`src/rtl/ms_timer_bank.sv`:
```
// ms_timer_bank: bank of N_CH independent millisecond timers (one-shot, auto-reload, count-up).
// Latency: all outputs registered; start takes effect at the sampling edge, and expiry pulses in the cycle after the tick edge.
// Backpressure: none; start/stop are single-cycle pulses, and the pause level freezes a channel in place.
// Ports: clk, rst_n (synchronous, active-low); start/stop/pause (1 bit per channel);
//        mode (2 bits per channel); start_value and timer_value (W bits per channel);
//        running and expired (1 bit per channel).
// Option: `define MS_TIMER_STICKY_EN adds input expired_clr and output expired_flag (sticky expiry).
module ms_timer_bank #(
    parameter int N_CH        = 4,
    parameter int MAX_MS      = 2047,
    parameter int CLKS_PER_MS = 50000
) (
    input  logic                             clk,
    input  logic                             rst_n,
    input  logic [N_CH-1:0]                  start,
    input  logic [N_CH-1:0]                  stop,
    input  logic [N_CH-1:0]                  pause,
    input  logic [2*N_CH-1:0]                mode,
    input  logic [$clog2(MAX_MS+1)*N_CH-1:0] start_value,
    output logic [$clog2(MAX_MS+1)*N_CH-1:0] timer_value,
    output logic [N_CH-1:0]                  running,
    output logic [N_CH-1:0]                  expired
`ifdef MS_TIMER_STICKY_EN
    ,
    input  logic [N_CH-1:0]                  expired_clr,
    output logic [N_CH-1:0]                  expired_flag
`endif
);
    localparam int W  = $clog2(MAX_MS + 1);
    localparam int PW = (CLKS_PER_MS > 1) ? $clog2(CLKS_PER_MS) : 1;

    localparam logic [PW-1:0] PRE_LAST    = PW'(CLKS_PER_MS - 1);
    localparam logic [W-1:0]  CNT_PRE_MAX = W'(MAX_MS - 1);
    localparam logic [W-1:0]  CNT_ONE     = W'(1);

    localparam logic [1:0] M_ONESHOT = 2'b00;
    localparam logic [1:0] M_RELOAD  = 2'b01;
    localparam logic [1:0] M_UP      = 2'b10;

    typedef enum logic [1:0] {S_IDLE, S_RUN, S_PAUSED, S_DONE} state_t;

    state_t         st_q    [N_CH];
    state_t         st_d    [N_CH];
    logic [PW-1:0]  presc_q [N_CH];
    logic [PW-1:0]  presc_d [N_CH];
    logic [W-1:0]   cnt_q   [N_CH];
    logic [W-1:0]   cnt_d   [N_CH];
    logic [W-1:0]   rld_q   [N_CH];
    logic [W-1:0]   rld_d   [N_CH];
    logic [1:0]     mode_q  [N_CH];
    logic [1:0]     mode_d  [N_CH];
    logic [1:0]     mode_in [N_CH];
    logic [W-1:0]   val_in  [N_CH];
    logic [N_CH-1:0] run_d;
    logic [N_CH-1:0] exp_d;

    // Next-state per channel; priority stop > start > pause > count.
    always_comb begin
        run_d = '0;
        exp_d = '0;
        for (int i = 0; i < N_CH; i++) begin
            st_d[i]    = st_q[i];
            presc_d[i] = presc_q[i];
            cnt_d[i]   = cnt_q[i];
            rld_d[i]   = rld_q[i];
            mode_d[i]  = mode_q[i];
            mode_in[i] = mode[2*i +: 2];
            val_in[i]  = start_value[W*i +: W];

            if (stop[i]) begin
                st_d[i]    = S_IDLE;
                presc_d[i] = '0;
                cnt_d[i]   = '0;
            end else if (start[i]) begin
                presc_d[i] = '0;
                mode_d[i]  = (mode_in[i] == 2'b11) ? M_ONESHOT : mode_in[i];
                rld_d[i]   = val_in[i];
                if (mode_d[i] == M_UP) begin
                    cnt_d[i] = '0;
                    st_d[i]  = S_RUN;
                end else if (val_in[i] == '0) begin
                    // A zero countdown expires immediately, reload included,
                    // so a reload channel never pulses every cycle.
                    cnt_d[i] = '0;
                    st_d[i]  = S_DONE;
                    exp_d[i] = 1'b1;
                end else begin
                    cnt_d[i] = val_in[i];
                    st_d[i]  = S_RUN;
                end
            end else if (st_q[i] == S_RUN || st_q[i] == S_PAUSED) begin
                if (pause[i]) begin
                    st_d[i] = S_PAUSED;
                end else begin
                    // Leaving PAUSED counts on the same edge, so no cycle is lost.
                    st_d[i] = S_RUN;
                    if (presc_q[i] != PRE_LAST) begin
                        presc_d[i] = presc_q[i] + 1'b1;
                    end else begin
                        presc_d[i] = '0;
                        if (mode_q[i] == M_UP) begin
                            cnt_d[i] = cnt_q[i] + 1'b1;
                            if (cnt_q[i] == CNT_PRE_MAX) begin
                                st_d[i]  = S_DONE;
                                exp_d[i] = 1'b1;
                            end
                        end else if (cnt_q[i] == CNT_ONE) begin
                            exp_d[i] = 1'b1;
                            if (mode_q[i] == M_RELOAD) begin
                                // Jump straight to the reload value; 0 is never shown.
                                cnt_d[i] = rld_q[i];
                            end else begin
                                cnt_d[i] = '0;
                                st_d[i]  = S_DONE;
                            end
                        end else begin
                            cnt_d[i] = cnt_q[i] - 1'b1;
                        end
                    end
                end
            end
            run_d[i] = (st_d[i] == S_RUN) || (st_d[i] == S_PAUSED);
        end
    end

    always_ff @(posedge clk) begin
        if (!rst_n) begin
            st_q    <= '{default: S_IDLE};
            presc_q <= '{default: '0};
            cnt_q   <= '{default: '0};
            rld_q   <= '{default: '0};
            mode_q  <= '{default: '0};
            running <= '0;
            expired <= '0;
        end else begin
            st_q    <= st_d;
            presc_q <= presc_d;
            cnt_q   <= cnt_d;
            rld_q   <= rld_d;
            mode_q  <= mode_d;
            running <= run_d;
            expired <= exp_d;
        end
    end

    always_comb begin
        timer_value = '0;
        for (int i = 0; i < N_CH; i++) begin
            timer_value[W*i +: W] = cnt_q[i];
        end
    end

`ifdef MS_TIMER_STICKY_EN
    // The flag rises with the expired pulse; a set and a clear in the same cycle leave it set.
    always_ff @(posedge clk) begin
        if (!rst_n) begin
            expired_flag <= '0;
        end else begin
            expired_flag <= exp_d | (expired_flag & ~expired_clr);
        end
    end
`endif

endmodule

```
`config.mk`:
```
export PLATFORM = sky130hd
export DESIGN_NAME = ms_timer_bank
export DESIGN_NICKNAME = d
export VERILOG_FILES = /design/src/rtl/ms_timer_bank.sv
export SDC_FILE = /design/constraint.sdc
export NUM_CORES = 1
export LEC_CHECK = 0
export BUFFER_PORTS_ARGS = -buffer_cell sky130_fd_sc_hd__buf_2
export CAP_MARGIN = 25
export CORE_MARGIN = 3
export CORE_UTILIZATION = 50
export DETAILED_ROUTE_END_ITERATION = 12
export PLACE_DENSITY = 0.7
export SLEW_MARGIN = 15
export SYNTH_ARGS = -nofsm -noshare
export SYNTH_HDL_FRONTEND = slang
export SYNTH_SLANG_ARGS = --single-unit
```
`constraint.sdc`:
```
create_clock -name clk -period 3.1 [get_ports clk]
set_input_delay 0.465 -clock clk [delete_from_list [all_inputs] [get_ports clk]]
set_output_delay 0.465 -clock clk [all_outputs]
set_load 0.05 [all_outputs]
```
==> qor.txt, run 1 <==
outcome: finished clean
DR iter-0 viols: 702
final period utilization: 85.06%
fraction of layout cells with a size suffix above 1: 13.58%
final hold viol count: 0
final setup fails: 0
TritonCTS Buffers: 17
clk sinks: 176
drt via density: 6.042
Synth Flop Type: dfxtp_1
#FFs+latches synth: 176
syn nets: 1439
htree depth: 4
Die H: 151.5 um
RR Endpoint: running[3]
CP max stage cell: dfxtp_1
average wire per cell in the routed design: 17.19 um
die area: 22940 um2
min-delay src: start_value[31]
worst path cell trace: ha_1 > nor4b_1 > nand3_1 > o32a_1 > o311ai_2 > mux2_1
Synth Area in Adders: 2.555%
IO Port Bufs: 117
final-stage net count: 1510
Compound-Gate Fraction of Synth Area: 20.45%
TritonCTS clock tree: done
unrepaired setup endpoints after global routing: false
CTS max path bufs: 2
Hold WC Path Type: input port to register
hold endpoint: timer_value[31]
gpl congestion: 0.9632
R2R Setup Slk: 460 ps
Worst Tran Pin Value: 867.2 ps
post-synthesis cell area: 10580 um2
area delta synth->final: 12.66%
R2R Path Start: timer_value[33]
gr usage total: 25.33%
post_cts resized: 0
R2R depth: 6
fin area: 11920 um2
crit path buf inv count: 0
Clk Latency, worst-skew pair: 430 ps
Synth Warn #: 0
share of flip-flops with an asynchronous set or reset: 0%
Critical Path RT: 3410 ps
leak pwr: 4.325 nW
Crit. End Element: register
crit path launch: timer_value[33]
sequential fraction of the synthesis area: 33.31%
postcts setup bufs: 0
setup skew after layout: 12.94 ps
setup TNS: 0 ps
Remaining DRCs: 0
Startpoint Class: register
CP arrival: 2950 ps
max-cap violation count: 0
clk slew on worst S/H paths: 70 ps
Hold Crit Depth: 3
drt pass-1 iters: 6
largest family of logic cells by synthesized area: simple AND/OR/NAND/NOR gates
routed vias: 10.31k
hold buffer count at cts: 0
post-synth cell types: 78
Site Rows: 52
number of fill cells: 1949
first-pass GRT wire length: 47580 um
die outline width: 151.5 um
GRT overflow: 0
Final min period: 2637 ps
Ports: 118
initial antenna violation count: 0
post-synthesis cell count: 1353
Max Clock Freq: 379.2 MHz
mux share of post-synthesis cell area: 1.774%
Avg Cell Area, Syn: 7.818 um2
WS Path Type: register to register
Antenna diodes: 0
Post-synth EDFFs: 0
DP Area: 11340 um2
CORE AREA: 20490 um2
overall power: 5.412 mW
Starting Density: 51.61%
Max IR drop VDD: 0.3381 mV
vias in the first global route: 9526
Rel. slew slack: 42.19%
Synth Area in Simple Gates: 29.34%
xor/xnor cell area share of the yosys netlist: 8.197%
PD cells: 454.2 nW/um2
Final Slew Violations: 0
crit-path max cell delay: 510 ps
worst hold slack: 320.2 ps
Antenna Nets Post-Route: 0
CP delay by family, top: simple AND/OR/NAND/NOR gates
Clock Root Buffer: clkbuf_16
largest net degree at the start of global routing: 25
DP HPWL: 20940 um
WL final: 29320 um
Max Fanout on Critical Path: 11
## worst max path at each step
stage	endpoint	slack, ps	cells after the start
after floorplan	running[3]	500	6
after CTS	running[3]	480	6
after global routing	running[3]	190	6
after detailed placement	running[3]	510	6
after global placement	presc_q[47]	620	5
final	running[3]	460	6
## synthesized netlist by cell type (9+ instances only)
library cell	n	area (um2)
a21boi_0	49	367.9
a21o_1	11	82.58
a21oi_1	59	295.3
a221o_1	16	160.2
a31oi_1	35	219.0
and2_1	14	87.58
and3_1	15	93.84
and4_1	15	131.4
clkbuf_1	79	296.5
dfxtp_1	176	3523
ha_1	20	250.2
inv_1	29	108.9
mux2i_1	12	120.1
nand2_1	177	664.4
nand2b_1	23	143.9
nand3_1	48	240.2
nand4_1	29	181.4
nor2_1	113	424.2
nor2b_1	22	137.6
nor3_1	42	210.2
nor3b_1	13	97.59
nor4_1	30	187.7
o21ai_0	71	355.3
o31ai_1	9	67.56
or4_1	14	105.1
xnor2_1	65	569.3
xor2_1	34	297.8
## layer usage
| layer | vias up | GRT usage (%) | wire (um) |
|---|---|---|---|
| met5 | - | 0 | 0 |
| met4 | 0 | 9.837 | 721 |
| met3 | 73 | 3.510 | 2041 |
| met2 | 405 | 40.45 | 13670 |
| met1 | 4808 | 34.76 | 12890 |
| li1 | 5021 | - | - |
## kinds of logic (layout without fill, tap and decap cells)
group	after synthesis	after routing
AND/OR/NAND/NOR	596	596
AO/OA/AOI/OAI	322	322
flip-flops	176	176
buffers and inverters	120	203
XOR/XNOR	99	99
adder cells (fa/ha/maj)	22	22
multiplexers	18	18
## state kept, by name, indices dropped and copies added (netlist names)
signal       count
running          4
mode_q           8
rld_q           44
expired          4
presc_q         64
timer_value     44
st_q             8
## placed cells by master, fill, tap and decap left out, types with 11 or more instances in the layout
master | synthesis | final
buf_2 | 7 | 117
a21oi_1 | 59 | 59
nor3b_1 | 13 | 13
and2_1 | 14 | 14
nor2b_1 | 22 | 22
inv_1 | 29 | 29
xnor2_1 | 65 | 65
mux2i_1 | 12 | 12
a31oi_1 | 35 | 35
nand3_1 | 48 | 48
and4_1 | 15 | 15
nor4_1 | 30 | 30
o21ai_0 | 71 | 70
dfxtp_1 | 176 | 176
clkbuf_16 | 0 | 17
a21o_1 | 11 | 11
nand2_1 | 177 | 177
a221o_1 | 16 | 16
ha_1 | 20 | 20
buf_4 | 1 | 25
nand2b_1 | 23 | 23
or4_1 | 14 | 14
xor2_1 | 34 | 34
nand4_1 | 29 | 29
nor3_1 | 42 | 42
a21boi_0 | 49 | 49
and3_1 | 15 | 15
nor2_1 | 113 | 113
## worst register-to-register path, delay by kind of cell, from the launching register on
family,cells,cell delay [ps]
simple gates,2,850
compound gates,2,560
flops,1,510
mux,1,360
fa+ha+maj,1,250
## area by class of cell
| type | instances | area [um2] | share of cell area (%) |
|---|---|---|---|
| inverters | 30 | 112.6 | 0.9450 |
| flip-flops and latches | 176 | 3523 | 29.57 |
| multi-input cells | 1057 | 6591 | 55.31 |
| repair buffers | 142 | 773.2 | 6.489 |
| clock buffers | 19 | 442.9 | 3.717 |
| well taps | 270 | 337.8 | 2.835 |
| clock inverters | 12 | 135.1 | 1.134 |
## power by group
part           internal, mW  total, mW  switching [mW]
Sequential             2.32       2.42          0.0972
Combinational         0.325      0.853           0.527
Clock                  1.21       2.14           0.929
Total                  3.86       5.41            1.55
## through the flow
stage / cells / worst slack (ps) / utilization (%)
finish: 1706 / 463.1 / 58.14
global route: 1706 / 193.2 / 58.14
CTS: 1706 / 481.7 / 58.14
detailed placement: 1675 / 509.9 / 55.32
global placement: 1675 / 619.6 / 55.32
floorplan: 1353 / 504.5 / -
Power figures use the tool's default switching activity.
==> run 2: changes to the inputs <==
--- a/config.mk
+++ b/config.mk
@@ -7,10 +7,14 @@
 export LEC_CHECK = 0
 export BUFFER_PORTS_ARGS = -buffer_cell sky130_fd_sc_hd__buf_2
 export CAP_MARGIN = 25
+export CELL_PAD_IN_SITES_DETAIL_PLACEMENT = 2
+export CELL_PAD_IN_SITES_GLOBAL_PLACEMENT = 2
 export CORE_MARGIN = 3
-export CORE_UTILIZATION = 50
+export CORE_UTILIZATION = 35
 export DETAILED_ROUTE_END_ITERATION = 12
-export PLACE_DENSITY = 0.7
+export PLACE_DENSITY_LB_ADDON = 0.1
+export REMOVE_ABC_BUFFERS = 1
+export SETUP_SLACK_MARGIN = 0.2
 export SLEW_MARGIN = 15
 export SYNTH_ARGS = -nofsm -noshare
 export SYNTH_HDL_FRONTEND = slang
==> qor.txt, run 2 (synthesis gave the netlist of run 1 again) <==
outcome: finished clean
Remaining DRCs: 0 (unchanged)
die area: 32340 um2 (+41%)
clk slew on worst S/H paths: 70 ps (about the same)
final period utilization: 83.89% (-1.2 points)
WS Path Type: register to register
commonest non-fill, non-tap cell in the layout: nand2_1
drt via density: 5.761 (-4.7%)
CTS max path bufs: 2 (unchanged)
Hold Crit Depth: 3 (unchanged)
fin util: 40.92% (-17 points)
largest net degree at the start of global routing: 25 (unchanged)
min-delay src: start_value[42]
htree depth: 4 (unchanged)
postcts setup bufs: 0 (unchanged)
vias in the first global route: 11.48k (+21%)
R2R Setup Slk: 500 ps (+40 ps)
Crit. End Element: register
Die H: 179.8 um (+19%)
first-pass GRT wire length: 62430 um (+31%)
Worst Tran Pin Value: 806.5 ps (-60.64 ps)
DR iter-0 viols: 594 (-15%)
final-stage net count: 1525 (+0.99%)
number of fill cells: 3443 (+77%)
Critical Path RT: 3480 ps (+70 ps)
WL final: 37660 um (+28%)
hold buffer count at cts: 0 (unchanged)
PD cells: 451.0 nW/um2 (-0.70%)
Largest Register: presc_q
RR Endpoint: timer_value[21]
Clk Latency, worst-skew pair: 440 ps (about the same)
final hold viol count: 0 (unchanged)
average wire per cell in the routed design: 20.45 um (+19%)
leak pwr: 4.391 nW (+1.5%)
most frequent cells in the layout: nand2_1 (177), dfxtp_1 (176), buf_2 (117)
routed vias: 10.61k (+2.9%)
final setup fails: 0 (unchanged)
post_cts resized: 0 (unchanged)
die outline width: 179.8 um (+19%)
DP HPWL: 27070 um (+29%)
hold endpoint: rld_q[9]
R2R Path Start: timer_value[13]
max FFs per register: 64 (unchanged)
R2R depth: 5 (-1)
GRT overflow: 0 (unchanged)
Starting Density: 35.59% (-16 points)
unrepaired setup endpoints after global routing: false
clk sinks: 176 (unchanged)
pre-CTS WS: 560.6 ps (+50.71 ps)
TritonCTS Buffers: 17 (unchanged)
max-cap violation count: 0 (unchanged)
fraction of layout cells with a size suffix above 1: 14.53% (+0.95 points)
CORE AREA: 29720 um2 (+45%)
setup skew after layout: 9.532 ps (-3.411 ps)
gr usage total: 23.17% (-2.2 points)
Hold WC Path Type: input port to register
Final WS setup: 499.6 ps (+36.48 ps)
TritonCTS clock tree: done
Max IR drop VDD: 0.3801 mV (+12%)
Site Rows: 63 (+21%)
Antenna Nets Post-Route: 0 (unchanged)
setup TNS: 0 ps (unchanged)
Rel. slew slack: 45.74% (+3.5 points)
Antenna diodes: 0 (unchanged)
Final min period: 2600 ps (-36.48 ps)
Ports: 118 (unchanged)
Clock Root Buffer: clkbuf_16
area delta synth->final: 14.98%
Startpoint Class: register
initial antenna violation count: 0 (unchanged)
CP arrival: 2980 ps (+30 ps)
gpl congestion: 0.8712 (-9.6%)
Max Fanout on Critical Path: 14 (+3)
drt pass-1 iters: 5 (-1)
Final Slew Violations: 0 (unchanged)
Max Clock Freq: 384.6 MHz (+1.4%)
IO Port Bufs: 117 (unchanged)
run 2: cell types whose count changed in the layout (fill, tap and decap cells not counted), sizes merged:
cell,delta
bufinv,-1
inv,+2
clkbuf,-1
buf,+15
clkinv,+1
run 2: area by class of cell:
| class | count | area [um2] | area share [%] |
|---|---|---|---|
| Tap cell | 390 | 488.0 | 4.012 |
| Clock buffer | 18 | 429.2 | 3.529 |
| Clock inverter | 14 | 131.4 | 1.080 |
| Timing Repair Buffer | 157 | 885.9 | 7.284 |
| Sequential cell | 176 | 3523 | 28.97 |
| Inverter | 30 | 112.6 | 0.9259 |
| Multi-Input combinational cell | 1057 | 6591 | 54.20 |
run 2: worst max path at each step:
stage	start	end	slack, ps
finish	timer_value[13]	timer_value[21]	500
detailed placement	timer_value[0]	running[0]	560
global placement	timer_value[13]	timer_value[21]	620
floorplan	timer_value[33]	running[3]	500
CTS	timer_value[0]	running[0]	560
global route	timer_value[0]	running[0]	350
run 2: power breakdown:
group / internal, mW / switching, mW / total (mW)
Combinational: 0.339 / 0.575 / 0.914
Clock: 1.12 / 1.03 / 2.15
Sequential: 2.32 / 0.0963 / 2.42
run 2: through the flow:
| step | cells | total power [mW] | cell area, um2 | hold slack [ps] |
|---|---|---|---|---|
| floorplan | 1263 | 3.014 | 10230 | 438.8 |
| global placement | 1810 | 3.353 | 11600 | 448.6 |
| detailed placement | 1810 | 3.377 | 11600 | 460.0 |
| CTS | 1842 | 5.557 | 12160 | 268.0 |
| global route | 1842 | 5.745 | 12160 | 301.8 |
| finish | 1842 | 5.485 | 12160 | 288.9 |
run 2: worst max-delay path: stages (launching register included):
cell,delay (ps)
dfxtp_1,470
or4_1,760
nor4_4,670
a2111oi_0,220
a211o_1,300
a21oi_1,120
run 2: routing by layer:
metal | track usage (%) | up-vias | wire [um]
li1 | - | 5045 | -
met1 | 30.52 | 5389 | 17740
met2 | 40.28 | 144 | 18480
met3 | 3.379 | 33 | 951
met4 | 5.105 | 0 | 489
met5 | 0 | - | 0
==> run 3: changes to the inputs <==
--- a/config.mk
+++ b/config.mk
@@ -10,7 +10,7 @@
 export CELL_PAD_IN_SITES_DETAIL_PLACEMENT = 2
 export CELL_PAD_IN_SITES_GLOBAL_PLACEMENT = 2
 export CORE_MARGIN = 3
-export CORE_UTILIZATION = 35
+export CORE_UTILIZATION = 32
 export DETAILED_ROUTE_END_ITERATION = 12
 export PLACE_DENSITY_LB_ADDON = 0.1
 export REMOVE_ABC_BUFFERS = 1
==> constraint.sdc (replaced) <==
create_clock -name clk -period 2.34 [get_ports clk]
set_input_delay 0.351 -clock clk [delete_from_list [all_inputs] [get_ports clk]]
set_output_delay 0.351 -clock clk [all_outputs]
set_load 0.05 [all_outputs]
==> qor.txt, run 3 (synthesis gave the netlist of run 1 again) <==
Final min period: 2294 ps (-306.6 ps)
Largest Register: presc_q
WL final: 39620 um (+5.2%)
WS Path Type: register to register
CTS max path bufs: 2 (unchanged)
Sequential Area: 3533 um2 (+0.28%)
RR Endpoint: running[3]
total placed cells including tap cells: 1930 (+6.6%)
Worst Tran Pin Value: 662.0 ps (-144.5 ps)
min-delay src: start_value[24]
Die H: 187.8 um (+4.4%)
number of fill cells: 3744 (+8.7%)
IO Port Bufs: 117 (unchanged)
htree depth: 4 (unchanged)
area delta synth->final: 24.12%
Setup crit end: running[3]
Crit. End Element: register
Max IR drop VDD: 0.4916 mV (+29%)
gr usage total: 22.28% (-0.89 points)
hold buffer count at cts: 0 (unchanged)
fin cells: 1972 (+7.1%)
Antenna Nets Post-Route: 0 (unchanged)
Max Fanout on Critical Path: 2 (-12)
DR iter-0 viols: 470 (-21%)
worst path cell trace: or4b_1 > or4_4 > or2_4 > o311ai_4 > mux2_1
PD cells: 567.4 nW/um2 (+26%)
crit-path max cell delay: 530 ps (-230 ps)
first-pass GRT wire length: 64350 um (+3.1%)
clk slew on worst S/H paths: 70 ps (about the same)
R2R depth: 5 (unchanged)
outcome: finished clean
drt pass-1 iters: 5 (unchanged)
die area: 35270 um2 (+9.1%)
Hold WC Path Type: input port to register
Rel. slew slack: 55.46% (+9.7 points)
vias in the first global route: 11.82k (+3.0%)
Remaining DRCs: 0 (unchanged)
Ports: 118 (unchanged)
routed vias: 10.83k (+2.0%)
overall power: 7.450 mW (+36%)
setup skew after layout: 8.816 ps (-0.7165 ps)
average wire per cell in the routed design: 20.09 um (-1.7%)
unrepaired setup endpoints after global routing: true
Site Rows: 65 (+3.2%)
commonest non-fill, non-tap cell in the layout: nand2_1
Starting Density: 33.01% (-2.6 points)
CORE AREA: 32040 um2 (+7.8%)
crit path buf inv count: 0 (unchanged)
R2R Setup Slk: 50 ps (-450 ps)
final-stage net count: 1611 (+5.6%)
Clock Root Buffer: clkbuf_16
max FFs per register: 64 (unchanged)
GRT overflow: 0 (unchanged)
initial antenna violation count: 2 (+2)
final setup fails: 0 (unchanged)
setup TNS: 0 ps (unchanged)
drt via density: 5.491 (-4.7%)
CP max stage cell: or4_4
most frequent cells in the layout: nand2_1 (177), dfxtp_1 (168), buf_4 (120)
R2R Path Start: presc_q[11]
Critical Path RT: 2670 ps (-810 ps)
largest net degree at the start of global routing: 24 (-4.0%)
Clk Latency, worst-skew pair: 450 ps (about the same)
DP Area: 12230 um2 (+5.4%)
TritonCTS clock tree: done
Max Clock Freq: 436.0 MHz (+13%)
crit path launch: presc_q[11]
DP HPWL: 29000 um (+7.1%)
fraction of layout cells with a size suffix above 1: 22.01% (+7.5 points)
Levels on crit path: 5 (unchanged)
max-cap violation count: 0 (unchanged)
final period utilization: 98.03% (+14 points)
pre-CTS WS: -37.18 ps (-597.8 ps)
leak pwr: 4.952 nW (+13%)
gpl congestion: 0.8527 (-2.1%)
final hold viol count: 0 (unchanged)
Final Slew Violations: 0 (unchanged)
Final WS setup: 46.18 ps (-453.4 ps)
CP delay by family, top: simple AND/OR/NAND/NOR gates
clk sinks: 176 (unchanged)
die outline width: 187.8 um (+4.4%)
CP arrival: 2620 ps (-360 ps)
multi-input logic area: 6809 um2 (+3.3%)
Startpoint Class: register
fin area: 13130 um2 (+8.0%)
TritonCTS Buffers: 17 (unchanged)
[run 3: power by group]
part / switching, mW / leakage (nW) / internal (mW)
sequential: 0.0785 / 1.43 / 3.08
combinational: 0.859 / 3.25 / 0.541
clock: 1.28 / 0.270 / 1.61
total: 2.22 / 4.95 / 5.23
[run 3: routing by layer]
layer	share of wire (%)	vias to the layer above	track usage [%]
li1	-	5208	-
met3	2.9	38	3.403
met5	0.023	-	0
met1	46	5430	28.72
met4	1.3	2	5.628
met2	49	150	38.96
[run 3: repair_timing]
action	in CTS	in global routing
setup endpoints to repair	41	72
pin swaps	8	4
gates resized for setup	17	43
gates cloned	0	1
setup buffers	8	2
[run 3: worst min path at each step]
stage,cells after the start,end,slack [ps]
6_report,3,rld_q[13],180
5_1_grt,3,rld_q[26],170
4_1_cts,3,rld_q[13],150
3_5_place_dp,2,rld_q[0],460
3_3_place_gp,2,rld_q[33],450
2_1_floorplan,1,presc_q[18],430
[run 3: tightest hold or removal path: stages]
cell      delay [ps]
buf_2            110
nand2_1           40
a21boi_0          60
[run 3: area by class of cell]
class	instances	area share [%]
Antenna cell	1	0.01906
Clock buffer	20	3.479
Clock inverter	10	0.8672
Inverter	30	0.8577
Multi-Input combinational cell	1057	51.86
Sequential cell	176	26.91
Tap cell	435	4.146
Timing Repair Buffer	243	11.86
[run 3: metrics by stage]
stage	hold slack, ps	utilization, %
2_1_floorplan	430.3	-
5_1_grt	173.5	40.96
3_5_place_dp	461.0	38.18
4_1_cts	151.9	40.34
3_3_place_gp	447.5	38.18
6_report	175.4	40.97
